### config.mk
export PLATFORM = sky130hd
export DESIGN_NAME = ext_trigger_out_generator
export DESIGN_NICKNAME = d
export VERILOG_FILES = /design/src/rtl/ext_trigger_out_generator.sv
export SDC_FILE = /design/constraint.sdc
export NUM_CORES = 1
export LEC_CHECK = 0
export BUFFER_PORTS_ARGS = -buffer_cell sky130_fd_sc_hd__buf_2
export CAP_MARGIN = 10
export CORE_MARGIN = 8
export CORE_UTILIZATION = 47
export DETAILED_ROUTE_END_ITERATION = 7
export HOLD_SLACK_MARGIN = 0.05
export PLACE_DENSITY = 0.71
export SLEW_MARGIN = 40
export SYNTH_ARGS = -nofsm -noshare
export SYNTH_HDL_FRONTEND = slang
export SYNTH_SLANG_ARGS = --single-unit
### constraint.sdc
create_clock -name clk_i -period 2.29 [get_ports clk_i]
set_input_delay 0.3435 -clock clk_i [delete_from_list [all_inputs] [get_ports clk_i]]
set_output_delay 0.3435 -clock clk_i [all_outputs]
set_load 0.05 [all_outputs]
### src/rtl/ext_trigger_out_generator.sv
// ext_trigger_out_generator: turns a one-cycle trigger request into a timed external trigger pulse
// Ports:
//   clk_i, rst_n_i            clock and synchronous active-low reset
//   micro_ce_i                1 us time-base strobe; all widths count these ticks
//   enable_i                  gates acceptance of new requests only
//   trig_req_i                one-cycle trigger request
//   width_i, holdoff_i        pulse width (0 acts as 1) and post-pulse holdoff in ticks
//   trig_o                    registered trigger drive, idle level = INVERT
//   busy_o                    high while a pulse or holdoff is in progress
//   accepted_o, dropped_o     one-cycle strobes for started / discarded requests
//   drop_count_o              saturating count of discarded requests
//   pulse_count_o             wrapping count of issued pulses
module ext_trigger_out_generator #(
    parameter bit          INVERT = 1'b0,
    parameter int unsigned CNT_W  = 16
) (
    input  logic             clk_i,
    input  logic             rst_n_i,
    input  logic             micro_ce_i,
    input  logic             enable_i,
    input  logic             trig_req_i,
    input  logic [7:0]       width_i,
    input  logic [7:0]       holdoff_i,
    output logic             trig_o,
    output logic             busy_o,
    output logic             accepted_o,
    output logic             dropped_o,
    output logic [7:0]       drop_count_o,
    output logic [CNT_W-1:0] pulse_count_o
);
    typedef enum logic [1:0] {IDLE, PULSE, HOLDOFF} state_t;
    state_t     state;
    logic [7:0] cnt;
    logic [7:0] hold_q;
    always_ff @(posedge clk_i) begin
        if (!rst_n_i) begin
            state         <= IDLE;
            cnt           <= 8'd0;
            hold_q        <= 8'd0;
            trig_o        <= INVERT;
            busy_o        <= 1'b0;
            accepted_o    <= 1'b0;
            dropped_o     <= 1'b0;
            drop_count_o  <= 8'd0;
            pulse_count_o <= '0;
        end else begin
            accepted_o <= 1'b0;
            dropped_o  <= 1'b0;
            // any non-IDLE state rejects, including the edge that returns to IDLE
            if (trig_req_i && enable_i && state != IDLE) begin
                dropped_o <= 1'b1;
                if (drop_count_o != 8'hff)
                    drop_count_o <= drop_count_o + 8'd1;
            end
            case (state)
                IDLE: begin
                    // a tick coincident with acceptance is ignored: nothing counts in IDLE
                    if (trig_req_i && enable_i) begin
                        state         <= PULSE;
                        trig_o        <= !INVERT;
                        busy_o        <= 1'b1;
                        accepted_o    <= 1'b1;
                        pulse_count_o <= pulse_count_o + CNT_W'(1);
                        cnt           <= (width_i == 8'd0) ? 8'd1 : width_i;
                        hold_q        <= holdoff_i;
                    end
                end
                PULSE: begin
                    if (micro_ce_i) begin
                        if (cnt == 8'd1) begin
                            trig_o <= INVERT;
                            if (hold_q == 8'd0) begin
                                state  <= IDLE;
                                busy_o <= 1'b0;
                            end else begin
                                state <= HOLDOFF;
                                cnt   <= hold_q;
                            end
                        end else begin
                            cnt <= cnt - 8'd1;
                        end
                    end
                end
                HOLDOFF: begin
                    if (micro_ce_i) begin
                        if (cnt == 8'd1) begin
                            state  <= IDLE;
                            busy_o <= 1'b0;
                        end else begin
                            cnt <= cnt - 8'd1;
                        end
                    end
                end
                default: begin
                    state  <= IDLE;
                    trig_o <= INVERT;
                    busy_o <= 1'b0;
                end
            endcase
        end
    end
endmodule

# Word level (Yosys, flattened, before mapping)
# Cells that the tools add are included.
# W data, S select, Z words.
dict set report totals {
  regBits 46
  inputBits 21
  out_inout_bits 28
  word_cells 64
}
dict set report classes {
  n_addsub 3
  n_eq_ne 12
  mux 25
  bitwise_logic 1
  reduce_logical 14
}
# op count
set op_table {}
lappend op_table {{$mux W8} 7}
lappend op_table {{$pmux W8 S3} 1}
lappend op_table {{$add A16 B1 Y16 const B} 1}
lappend op_table {{$logic_not A8 Y1} 2}
lappend op_table {{$ne A2 B2 Y1 const B} 7}
lappend op_table {{$mux W2} 6}
lappend op_table {{$reduce_and A6 Y1} 2}
lappend op_table {{$add A8 B1 Y8 const B} 1}
lappend op_table {{$eq A8 B1 Y1 const B} 1}
lappend op_table {{$mux W1} 8}
lappend op_table {{$ne A8 B8 Y1 const B} 1}
lappend op_table {{$sub A8 B1 Y8 const B} 1}
lappend op_table {{$pmux W1 S3} 2}
lappend op_table {{$pmux W2 S3} 1}
lappend op_table {{$reduce_and A2 Y1} 3}
lappend op_table {{$reduce_and A5 Y1} 1}
lappend op_table {{$reduce_and A4 Y1} 1}
lappend op_table {{$ne A3 B3 Y1 const B} 1}
lappend op_table {{$reduce_bool A3 Y1} 1}
lappend op_table {{$eq A2 B1 Y1 const B} 1}
lappend op_table {{$eq A2 B2 Y1 const B} 1}
lappend op_table {{$logic_and A1 B1 Y1} 2}
lappend op_table {{$logic_not A2 Y1} 1}
lappend op_table {{$reduce_bool A2 Y1} 1}
lappend op_table {{$not A1 Y1} 1}

# Logic depth before layout (Yosys ltp)
dict set report logic_depth {
  depth_word 5
  ltp_mapped 8
  depth_no_buf 7
}

# Least setup slack after synthesis
# OpenSTA, ideal clock, no wires.
dict set report synth_path {
  path_kind {flip-flop to flip-flop}
  startpoint {reg pulse_count_o[3]}
  endpoint {reg pulse_count_o[13]}
  arrival_time_ns 1.737
  setup_slack_ns 0.425
  stages_incl_launch_ff 6
  n_path_buf 0
  synth_period_minus_slack_ns 1.865
  cell_sequence {dfxtp_1 > nand4_1 > nor4_1 > nand3_1 > xor2_1 > nor2_1}
}
dict set report synth_between {
  elab_chain_cells 1
}
# element line
set synth_rtl {}
lappend synth_rtl {{start: declaration} 29} ;# output logic [CNT_W-1:0] pulse_count_o
lappend synth_rtl {{start signal: assignment} 63} ;# pulse_count_o <= pulse_count_o + CNT_W'(1);
lappend synth_rtl {{$add A16 B1 Y16} 63}
# No other way between the ends.
# A chain may end at the register's enable or synchronous reset.

# Worst setup path in the final report
dict set report layout_path {
  startpoint {reg cnt[0]}
  endpoint {reg cnt[1]}
}
dict set report layout_between {
  elab_chain_cells 4
  word_cells_on_any_way 10
  cone_classes {add/sub (1); eq/ne (3); mux (5); reduce/logical (1)}
}
# element line
set layout_rtl {}
lappend layout_rtl {{start: declaration} 33} ;# logic [7:0] cnt;
lappend layout_rtl {{start signal: assignment} 64} ;# cnt <= (width_i == 8'd0) ? 8'd1 : width_i;
lappend layout_rtl {{start signal: assignment} 77} ;# cnt <= hold_q;
lappend layout_rtl {{start signal: assignment} 80} ;# cnt <= cnt - 8'd1;
lappend layout_rtl {{$sub A8 B1 Y8 or $eq A8 B1 Y1 (tied branches)} -}
lappend layout_rtl {{$mux W8 (on tied branches)} {86, 70}}
lappend layout_rtl {{$mux W8 (on tied branches)} {85, 69}}
lappend layout_rtl {{$pmux W8 S3} 55} ;# case (state)
# Parallel ways exist; a longest one is shown, timed or not. The select of a mux whose other input is x is not followed.

==> results.toml <==
[status]
status = "finished clean"

[die]
row_count = 25
ioPinCount = 49
start_util = 0.487
die_x_um = 85.7
core_region_area_um2 = 4690
die_area_um2 = 7340
dieHeight_um = 85.7

[synthesis]
synth_nets = 299
synth_area_per_cell_um2 = 8.46
synthAdderAreaFrac = 0.0438
seq_area_frac_synth = 0.403
synth_seq_cells = 46
synth_top_family_by_area = "simple AND/OR/NAND/NOR gates"
synth_cells = 270
synthMuxAreaShare = 0.0132
synth-simple-area-share = 0.253
synth_cell_types = 44
ys_warn_count = 0
synth_compound_area_frac = 0.150
netlist_area_um2 = 2280
yosys.area_share.xor_xnor = 0.0959

[clocking]
cts.path.max_buffers = 2
numCtsBuffers = 5
htreeDepth = 2
clkSinkCount = 46
cts_tree = "built"
holdBufCountCts = 0
clk_latency_ps = 290
cts_setup_buffers = 0
ctsResizeCount = 0
cts-root-buf = "clkbuf_8"
clk_pin_slew_ps = 80

[sta]
worst_slew_pin_slew_ps = 765
post-route-period-util = 0.868
fmax_ghz = 0.503
period_needed_ps = 1990
finalHoldViolations = 0
rsz0062_at_grt = "no"
tns_ps = 0
slew_violations = 0
hold_ws_ps = 284
fin_ws_ps = 302
setup_viol = 0
finClkSkew_ps = 6.70
slew_headroom = 0.490

[worst_setup_path]
critPathRequiredTime_ps = 2500
path_class = "reg2reg"
end_kind = "register"
worstPathMaxFanout = 8
worstPathArrival_ps = 2200
crit_path_start_kind = "register"

[routing]
drcViolationCount = 0
vias_per_cell = 5.57
first_iter_violations = 115
ant_nets = 0
vias = 2078
wl_mm = 5.51
wire_per_inst_um = 14.8
first_pass_iters = 4

[global_route]
antenna_found_initial = 0
gr-usage-all-layers = 0.151
grt_overflow = 0
grt_max_degree = 23
grt_pass1_wl_mm = 9.20
grt_pass1_vias = 2007

[hold_path]
hold_class = "in2reg"

[pwr]
p_clk_frac = 0.199
power_mw = 2.76
intPower_mw = 1.65
p_leak_nw = 1.14
max-vdd-ir-drop_uv = 481
seq_power_share = 0.383
swShare = 0.402
p_switching_mw = 1.11
p_per_area_nw_per_um2 = 1030
combPwrFrac = 0.418

[placed_design]
port_buffers = 48
dpl-instance-area_um2 = 2580
gp_congestion = 0.883
post-place-ws_ps = 311
place_hpwl_mm = 4.09
post-place-cells = 365

[cells_and_area]
stdcell_area_um2 = 2690
antenna_cells = 0
final_cells = 373
nFillCells = 425
syn_to_final_growth_pct = 17.7
drive_gt1_frac = 0.207
utilization = 0.573
fin_nets = 347

[flow_run]
maxCapViolCount = 0
-- cell usage after synthesis (all sizes together) --
master | number | area [um^2]
o211ai | 1 | 7.51
or3 | 2 | 12.5
a211oi | 2 | 15.0
nand2 | 31 | 116
o21ai | 7 | 38.8
a22oi | 1 | 7.51
and2 | 2 | 12.5
nor2 | 32 | 120
ha | 8 | 100
or2 | 1 | 6.26
inv | 11 | 41.3
and3b | 1 | 8.76
xor2 | 13 | 114
nor2b | 1 | 6.26
nor4 | 6 | 37.5
nand4 | 5 | 31.3
a41oi | 1 | 8.76
buf | 5 | 28.8
clkbuf | 6 | 22.5
nor3 | 7 | 40.0
xnor2 | 12 | 105
a221oi | 9 | 85.1
nand3b | 1 | 7.51
dfxtp | 46 | 921
o31ai | 3 | 22.5
nor4b | 2 | 32.5
mux2i | 3 | 30.0
and3 | 7 | 43.8
o21a | 1 | 7.51
nand3 | 17 | 85.1
a21oi | 14 | 70.1
a21boi | 3 | 26.3
o41ai | 3 | 26.3
a31oi | 3 | 18.8
a211o | 1 | 8.76
and4 | 1 | 8.76
nand4b | 1 | 8.76
-- flip-flops by register name, summed over array words and instances, names as in the netlist --
signal         count
pulse_count_o     16
cnt                8
drop_count_o       8
hold_q             8
state              2
accepted_o         1
busy_o             1
dropped_o          1
trig_o             1
-- power groups by stage --
stage	Clock [mW]	Combinational [mW]	Sequential, mW
floorplan	0	0.806	1.13
global placement	0	1.12	1.07
detailed placement	0	1.13	1.07
CTS	0.562	1.15	1.05
global route	0.590	1.26	1.07
finish	0.548	1.15	1.06
-- critical path, stage by stage, from the launching register on --
cell and delay [ps]:
dfxtp_1 400, ha_1 180, nor4b_4 310, and3_1 390
a221oi_2 110, or3_1 360, a21oi_1 160
-- routing by layer --
metal  track usage  share of wire
met3        0.0325          0.037
met1         0.193           0.48
met4        0.0382         0.0085
met5             0              0
met2         0.251           0.47
-- cells in the final DEF (no fill, tap or decap), drive strengths merged, types with 2 or more instances in the layout --
| master | n |
|---|---|
| o41ai | 3 |
| a21oi | 14 |
| o31ai | 3 |
| xnor2 | 12 |
| nor2 | 32 |
| nor4b | 2 |
| nor4 | 6 |
| or3 | 2 |
| nand3 | 17 |
| xor2 | 13 |
| a211oi | 2 |
| and2 | 2 |
| dfxtp | 46 |
| ha | 8 |
| nor3 | 7 |
| nand2 | 31 |
| inv | 11 |
| a21boi | 3 |
| mux2i | 3 |
| and3 | 7 |
| buf | 52 |
| nand4 | 5 |
| o21ai | 7 |
| a221oi | 9 |
| clkbuf | 7 |
| a31oi | 3 |
-- worst paths after layout --
| path | slack (ps) | end | depth (start not counted) | startpoint |
|---|---|---|---|---|
| max reg2reg | 300 | cnt[1] | 6 | cnt[0] |
| max | 300 | cnt[1] | 6 | cnt[0] |
| min reg2reg | 490 | hold_q[7] | 2 | hold_q[7] |
| min | 280 | hold_q[6] | 3 | holdoff_i[6] |
-- kinds of logic (layout without fill, tap and decap cells) --
| logic type | after synthesis | in the layout |
|---|---|---|
| buf+inv | 22 | 71 |
| flops | 46 | 46 |
| xor+xnor | 25 | 25 |
| fa+ha+maj | 8 | 8 |
| compound gates | 49 | 49 |
| simple gates | 117 | 117 |
| mux | 3 | 3 |
-- layout make-up --
cell class	count	area (um^2)	share of cell area
clock buffer	7	96.3	0.0358
clock inverter	1	8.76	0.00326
inverter	11	41.3	0.0154
multi-input combinational	202	1270	0.473
sequential	46	921	0.343
tap	54	67.6	0.0251
timing repair buffer	52	283	0.105
No activity file was read; power rests on OpenSTA's default activity.
